## config.mk

```make
export PLATFORM = sky130hd
export DESIGN_NAME = tag_free_list
export DESIGN_NICKNAME = d
export VERILOG_FILES = /design/src/rtl/tag_free_list.sv
export SDC_FILE = /design/constraint.sdc
export NUM_CORES = 1
export LEC_CHECK = 0
export ABC_AREA = 1
export CORE_MARGIN = 5
export CORE_UTILIZATION = 52
export DETAILED_ROUTE_END_ITERATION = 10
export PLACE_DENSITY = 0.69
export REMOVE_ABC_BUFFERS = 1
export SYNTH_ARGS = -nofsm -noshare
export SYNTH_HDL_FRONTEND = slang
export SYNTH_SLANG_ARGS = --single-unit
```

## constraint.sdc

```tcl
create_clock -name clock -period 9.3 [get_ports clock]
set_input_delay 1.86 -clock clock [delete_from_list [all_inputs] [get_ports clock]]
set_output_delay 1.86 -clock clock [all_outputs]
set_load 0.01 [all_outputs]
```

## src/rtl/tag_free_list.sv

```systemverilog
// Free-list allocator for the ROB rename tags: a circular FIFO of tag values, rebuilt on flush.
// Define TAG_FREE_LIST_DUP_CHECK_EN to add an in-list bitmap that rejects duplicate returns.
module tag_free_list #(
    parameter int unsigned TAG_W = 5,
    parameter int unsigned DEPTH = 32
) (
    input  logic             clock,
    input  logic             reset,
    input  logic             alloc_req,
    output logic [TAG_W-1:0] alloc_tag,
    output logic             alloc_valid,
    input  logic             free_req,
    input  logic [TAG_W-1:0] free_tag,
    input  logic             flush,
    output logic [TAG_W:0]   free_count,
    output logic             overflow_err,
    output logic             dup_err
);
    localparam logic [TAG_W:0] CountFull = (TAG_W + 1)'(DEPTH);

    logic [TAG_W-1:0] mem_q [DEPTH];
    logic [TAG_W-1:0] mem_d [DEPTH];
    logic [TAG_W-1:0] head_q, head_d;
    logic [TAG_W-1:0] tail_q, tail_d;
    logic [TAG_W:0]   count_q, count_d;
    logic             overflow_q, overflow_d;

    logic pop, push, full, dup_hit;

    assign alloc_tag    = mem_q[head_q];
    assign alloc_valid  = (count_q != '0);
    assign free_count   = count_q;
    assign overflow_err = overflow_q;

    assign full = (count_q == CountFull);
    assign pop  = alloc_req && alloc_valid;
    // A pop in the same cycle frees the slot, so a push at full still fits.
    assign push = free_req && (!full || pop) && !dup_hit;

`ifdef TAG_FREE_LIST_DUP_CHECK_EN
    logic [DEPTH-1:0] in_list_q, in_list_d;
    logic             dup_q, dup_d;

    // The tag leaving at the head this cycle may legally come straight back.
    assign dup_hit = free_req && in_list_q[free_tag] && !(pop && (alloc_tag == free_tag));
    assign dup_err = dup_q;

    always_comb begin
        in_list_d = in_list_q;
        dup_d     = dup_q;
        if (flush) begin
            in_list_d = '1;
        end else begin
            if (pop) in_list_d[alloc_tag] = 1'b0;
            if (push) in_list_d[free_tag] = 1'b1;
            if (dup_hit) dup_d = 1'b1;
        end
    end

    always_ff @(posedge clock or posedge reset) begin
        if (reset) begin
            in_list_q <= '1;
            dup_q     <= 1'b0;
        end else begin
            in_list_q <= in_list_d;
            dup_q     <= dup_d;
        end
    end
`else
    assign dup_hit = 1'b0;
    assign dup_err = 1'b0;
`endif

    always_comb begin
        mem_d      = mem_q;
        head_d     = head_q;
        tail_d     = tail_q;
        count_d    = count_q;
        overflow_d = overflow_q;
        if (flush) begin
            for (int i = 0; i < DEPTH; i++) mem_d[i] = TAG_W'(i);
            head_d  = '0;
            tail_d  = '0;
            count_d = CountFull;
        end else begin
            if (pop) head_d = head_q + TAG_W'(1);
            if (push) begin
                mem_d[tail_q] = free_tag;
                tail_d        = tail_q + TAG_W'(1);
            end
            if (push && !pop) begin
                count_d = count_q + (TAG_W + 1)'(1);
            end else if (pop && !push) begin
                count_d = count_q - (TAG_W + 1)'(1);
            end
            if (free_req && full && !pop) overflow_d = 1'b1;
        end
    end

    always_ff @(posedge clock or posedge reset) begin
        if (reset) begin
            for (int i = 0; i < DEPTH; i++) mem_q[i] <= TAG_W'(i);
            head_q     <= '0;
            tail_q     <= '0;
            count_q    <= CountFull;
            overflow_q <= 1'b0;
        end else begin
            mem_q      <= mem_d;
            head_q     <= head_d;
            tail_q     <= tail_d;
            count_q    <= count_d;
            overflow_q <= overflow_d;
        end
    end

endmodule

```

======== Word level (Yosys, flattened, before mapping) ========
Index checks and enable logic that the tools add are counted.
word-level totals
  output and inout port bits .............. 14
  logic and storage cells ................. 78
  register bits after elaboration ......... 177
  bits of input ports ..................... 10
operators by class
  multiplexer cells ....................... 15
  add/subtract/negate cells ............... 4
  reduce and logical (&&, ||, !) cells .... 16
  bitwise logic cells ..................... 3
  magnitude comparators ................... 3
  equal/unequal tests ..................... 1
operators by type and width
  kind                   count
  $mux W160              2
  $bwmux W160            1
  $mux W5                7
  $bmux W5 S5            1
  $demux W5 S5           1
  $mux W6                3
  $ge A6 B6 Y1 const B   2
  $not A5 Y6             2
  $add A5 B1 Y5 const B  2
  $logic_and A1 B1 Y1    7
  $add A6 B1 Y6 const B  1
  $eq A6 B6 Y1 const B   1
  $lt A6 B1 Y1 const B   1
  $reduce_bool A6 Y1     1
  $sub A6 B1 Y6 const B  1
  $reduce_bool A2 Y1     2
  $logic_not A1 Y1       3
  $reduce_bool A3 Y1     1
  $reduce_and A2 Y1      1
  $logic_or A1 B1 Y1     1
  $not A1 Y1             1

======== Logic depth before layout (Yosys ltp) ========
  depth after elaboration ................. 9
  mapped depth ............................ 12
  depth with buffers taken out ............ 12

======== Worst setup path before layout ========
No wires, ideal clock.
  kind .................................... flip-flop to output port
  start ................................... register head_q[0]
  end ..................................... output alloc_tag[3]
  required time ........................... 7.440 ns
  cell stages (with the launch flop) ...... 12
  path buffers ............................ 2
  arrival ................................. 1.375 ns
  path slack .............................. 6.065 ns
  cell sequence ........................... dfrtp_1 -> buf_2 -> buf_4 -> or2_2 -> nand3_1 -> o21ai_0 -> nand2_1 -> nand2_1 -> nor2_1 -> nand2_1 -> nand2_1 -> inv_1
on the way
  word-level cells in the longest chain between the ends .. 4
RTL lines
  what                                         RTL line  RTL
  start: declaration                           23        logic [TAG_W-1:0] head_q, head_d;
  start signal: assignment                     103       head_q <= '0;
  start signal: assignment                     109       head_q <= head_d;
  $not A5 Y6 (implied by the code)             30        assign alloc_tag = mem_q[head_q];
  $bmux W5 S5                                  30
  $mux W5 (implied by the code) (2 in series)  30
  end: declaration                             10        output logic [TAG_W-1:0] alloc_tag,
Every way passes these cells. The select of a mux whose other input is x is not followed.

======== Final worst setup path ========
  start ................................... register head_q[1]
  end ..................................... output alloc_tag[3]
Same word-level chain as after synthesis.

==> results.md <==
* Status: finished clean
* R2r setup slk at 6760 ps
* Clock sink count at 177
* GR Util met2 at 39.7%
* Initial Util at 52.7%
* Initial antenna violation count at 0
* CTS Buffer Depth at 2
* Max FO, Critical Path at 63
* Ports at 24
* Hold Path End: overflow_err
* 1st-iter DRT viols at 1,115
* Synth top area share at roughly 25%
* # DRC at 0
* Reg2Reg Capture Point: mem_q[53]
* GRT Residual Overflow at 0
* Wire per inst at around 19 µm
* Synthesized area at 9460 µm²
* M1 GR Usage at 38.0%
* GPL Wtd Cong at approximately 0.90
* Worst Skew at 10.5 ps
* Area grow syn2layout at 8.34%
* Met3 usage in global routing at 4.86%
* R2r worst-path depth at 8
* FF+latch count, synth at 177
* Hold_sp: overflow_err
* Worst relative slew slack at 30.9%
* Part of the Yosys area used for sequential elements at 47.9%
* Clk root buf: clkbuf_16
* FF/Latch Area at 4530 µm²
* Vias/cell at 5.88
* Critical Path Start Type: flip-flop
* Final WL at 27,300 µm
* WS Path Type: reg2out
* Antenna Violating Nets Remaining at 0
* Placed cell area at 9700 µm²
* Design area at 10,300 µm²
* MaxCap Viol Count at 0
* # resized after CTS at 0
* Post-synth top area cell: dfrtp_1
* Proportion of layout cells with a drive suffix above 1 at roughly an eighth
* Nets at 1,227
* Final setup fails at 0
* Max VDD drop at 172 µV
* Highest Clock Rate at ~0.20 GHz
* RSZ-0062 raised after global routing: no
* Largest net degree at the start of global routing at 99
* Skew-Pair Late Insertion Delay at 430 ps
* Worst hold path depth at 1
* Max Transition Viols Final at 0
* Antenna diodes at 0
* Post-Route Setup TNS at 0 ps
* Setup bufs post-CTS at 0
* Core ar. at 18,000 µm²
* Final worst path period need at 5120 ps
* WP data required at ~7400 ps
* Period utilization at roughly 55%
* Die Y at 145 µm
* Gr usage total at 25.9%
* CTS tree: built
* Critical Path AT at between 3000 and 4000 ps
* Pre-Repair DR Iteration Count at 6
* PwrDens at 218 nW/µm²
* Avg Cell Area, Syn at 7.74 µm²
* Global-route wire length before repair at 44,200 µm
* TritonCTS Buffers at 17
* Via count at roughly 8.5k
* Final Hold Fails at 0
* CTS Hold Bufs at 0
* Synth cell types at 40
* Leak at 4.40 nW
* Area of the multi-input gates at ~4400 µm²
* Least-Margin Pin Slew at between 1000 and 1500 ps
* Worst-path clk slew at 70 ps
* H-Tree Depth at 4
* Die width at 145 µm
* Dpl hpwl at 17,700 µm
* Die footprint at 21,000 µm²
* Vias in the first global route at 8,103
* HP Class: reg2reg
* # port buffers at 22
* Worst r2r src: free_count[5]
* Num rows at 49
* Crit. End Element: output port
* GR peak layer: met2
* Ys Warns at 0
* Synth area leaders: dfrtp_1 (25%), dfstp_2 (22%), o21ai_0 (11%)
* Cells after Synth at 1,223
* Fillers at around 1.7k
-- cells in the mapped netlist (all sizes together) --
library cell and n:
a211oi 1, a21oi 79, a31oi 1, buf 37, clkbuf 26, conb 1, dfrtp 96, dfstp 81
fa 1, ha 9, inv 69, nand2 286, nand3 65, nand4 1, nor2 175, nor3 22
o211ai 20, o21a 1, o21ai 240, o21bai 1, o31ai 2, or2 6, xnor2 2, xor2 1
-- placed cells by master, fill, tap and decap left out, types with 3 or more instances in the layout --
cell             count
nand2_4              4
o21ai_4              5
clkbuf_1             9
ha_1                 9
clkbuf_16           17
or2_2                6
buf_4                6
nor2_2              13
o21ai_1             16
nand2_1            281
clkdlybuf4s50_1     21
o21ai_0            215
o211ai_1            20
a21oi_1             79
dfstp_2             81
inv_2                3
inv_1               64
o21ai_2              4
nor2_1             160
dfrtp_1             94
nand3_1             62
nor3_1              20
-- layer usage --
metal	part of all wire [%]	wire, µm
met1	44	12100
met2	45	12300
met3	8.2	2230
met4	2.8	771
met5	0	0
-- report_power, final --
| part | total, mW | internal (mW) | switching, mW | leakage, nW |
|---|---|---|---|---|
| clock | 0.704 | 0.403 | 0.301 | 0.260 |
| combinational | 0.602 | 0.199 | 0.403 | 1.97 |
| sequential | 0.925 | 0.872 | 0.0540 | 2.17 |
| total | 2.23 | 1.47 | 0.758 | 4.40 |
-- worst max-delay path: stages, from the launching register on --
cell and delay (ps):
dfrtp_2 340, buf_4 500, inv_1 540, nand3_1 240, o21ai_0 140, nand2_1 80
nand2_1 50, nor2_1 190, nand2_1 80, nand2_1 130, inv_1 60, clkdlybuf4s50_1 470
-- how the worst max path moves through the flow --
stage / startpoint / end / slack, ps / cells after the start
finish: head_q[1] / alloc_tag[3] / 4180 / 11
global route: head_q[1] / alloc_tag[3] / 4050 / 11
CTS: head_q[1] / alloc_tag[3] / 4260 / 11
detailed placement: head_q[1] / alloc_tag[3] / 4710 / 11
global placement: head_q[1] / alloc_tag[3] / 4750 / 11
floorplan: reset / free_count[0] / 2770 / 1
-- through the flow --
step | hold slack [ps] | power [mW] | utilization, % | worst slack, ps | cells
finish | 477 | 2.23 | 57.1 | 4180 | 1449
global route | 502 | 2.35 | 57.1 | 4050 | 1449
CTS | 483 | 2.23 | 57.1 | 4260 | 1449
detailed placement | 464 | 1.53 | 54.0 | 4710 | 1417
global placement | 462 | 1.52 | 54.0 | 4750 | 1417
floorplan | 445 | 1.31 | - | 2770 | 1160
-- layout make-up --
class	count	share of cell area [%]
Sequential cell	177	44.2
Multi-Input combinational cell	914	42.5
Clock buffer	27	4.61
Tap cell	229	2.79
Clock inverter	5	0.781
Timing Repair Buffer	28	2.54
Inverter	69	2.60
-- cell families (layout without fill, tap and decap cells) --
| kind of cell | Yosys count | in the layout | synth area share, % |
|---|---|---|---|
| AOI/OAI and AO/OA | 345 | 345 | 19.7 |
| xor gates and xnor gates | 3 | 3 | 0.278 |
| adders and majority gates | 10 | 10 | 1.40 |
| buffers and inverters | 132 | 129 | 6.12 |
| DFF | 177 | 177 | 47.9 |
| other | 1 | 1 | 0.0396 |
| and+or+nand+nor | 555 | 555 | 24.6 |
-- state kept, by name, summed over array words and instances (netlist names) --
signal        count
free_count        6
mem_q           160
head_q            5
overflow_err      1
tail_q            5
Power figures use the tool's default switching activity.
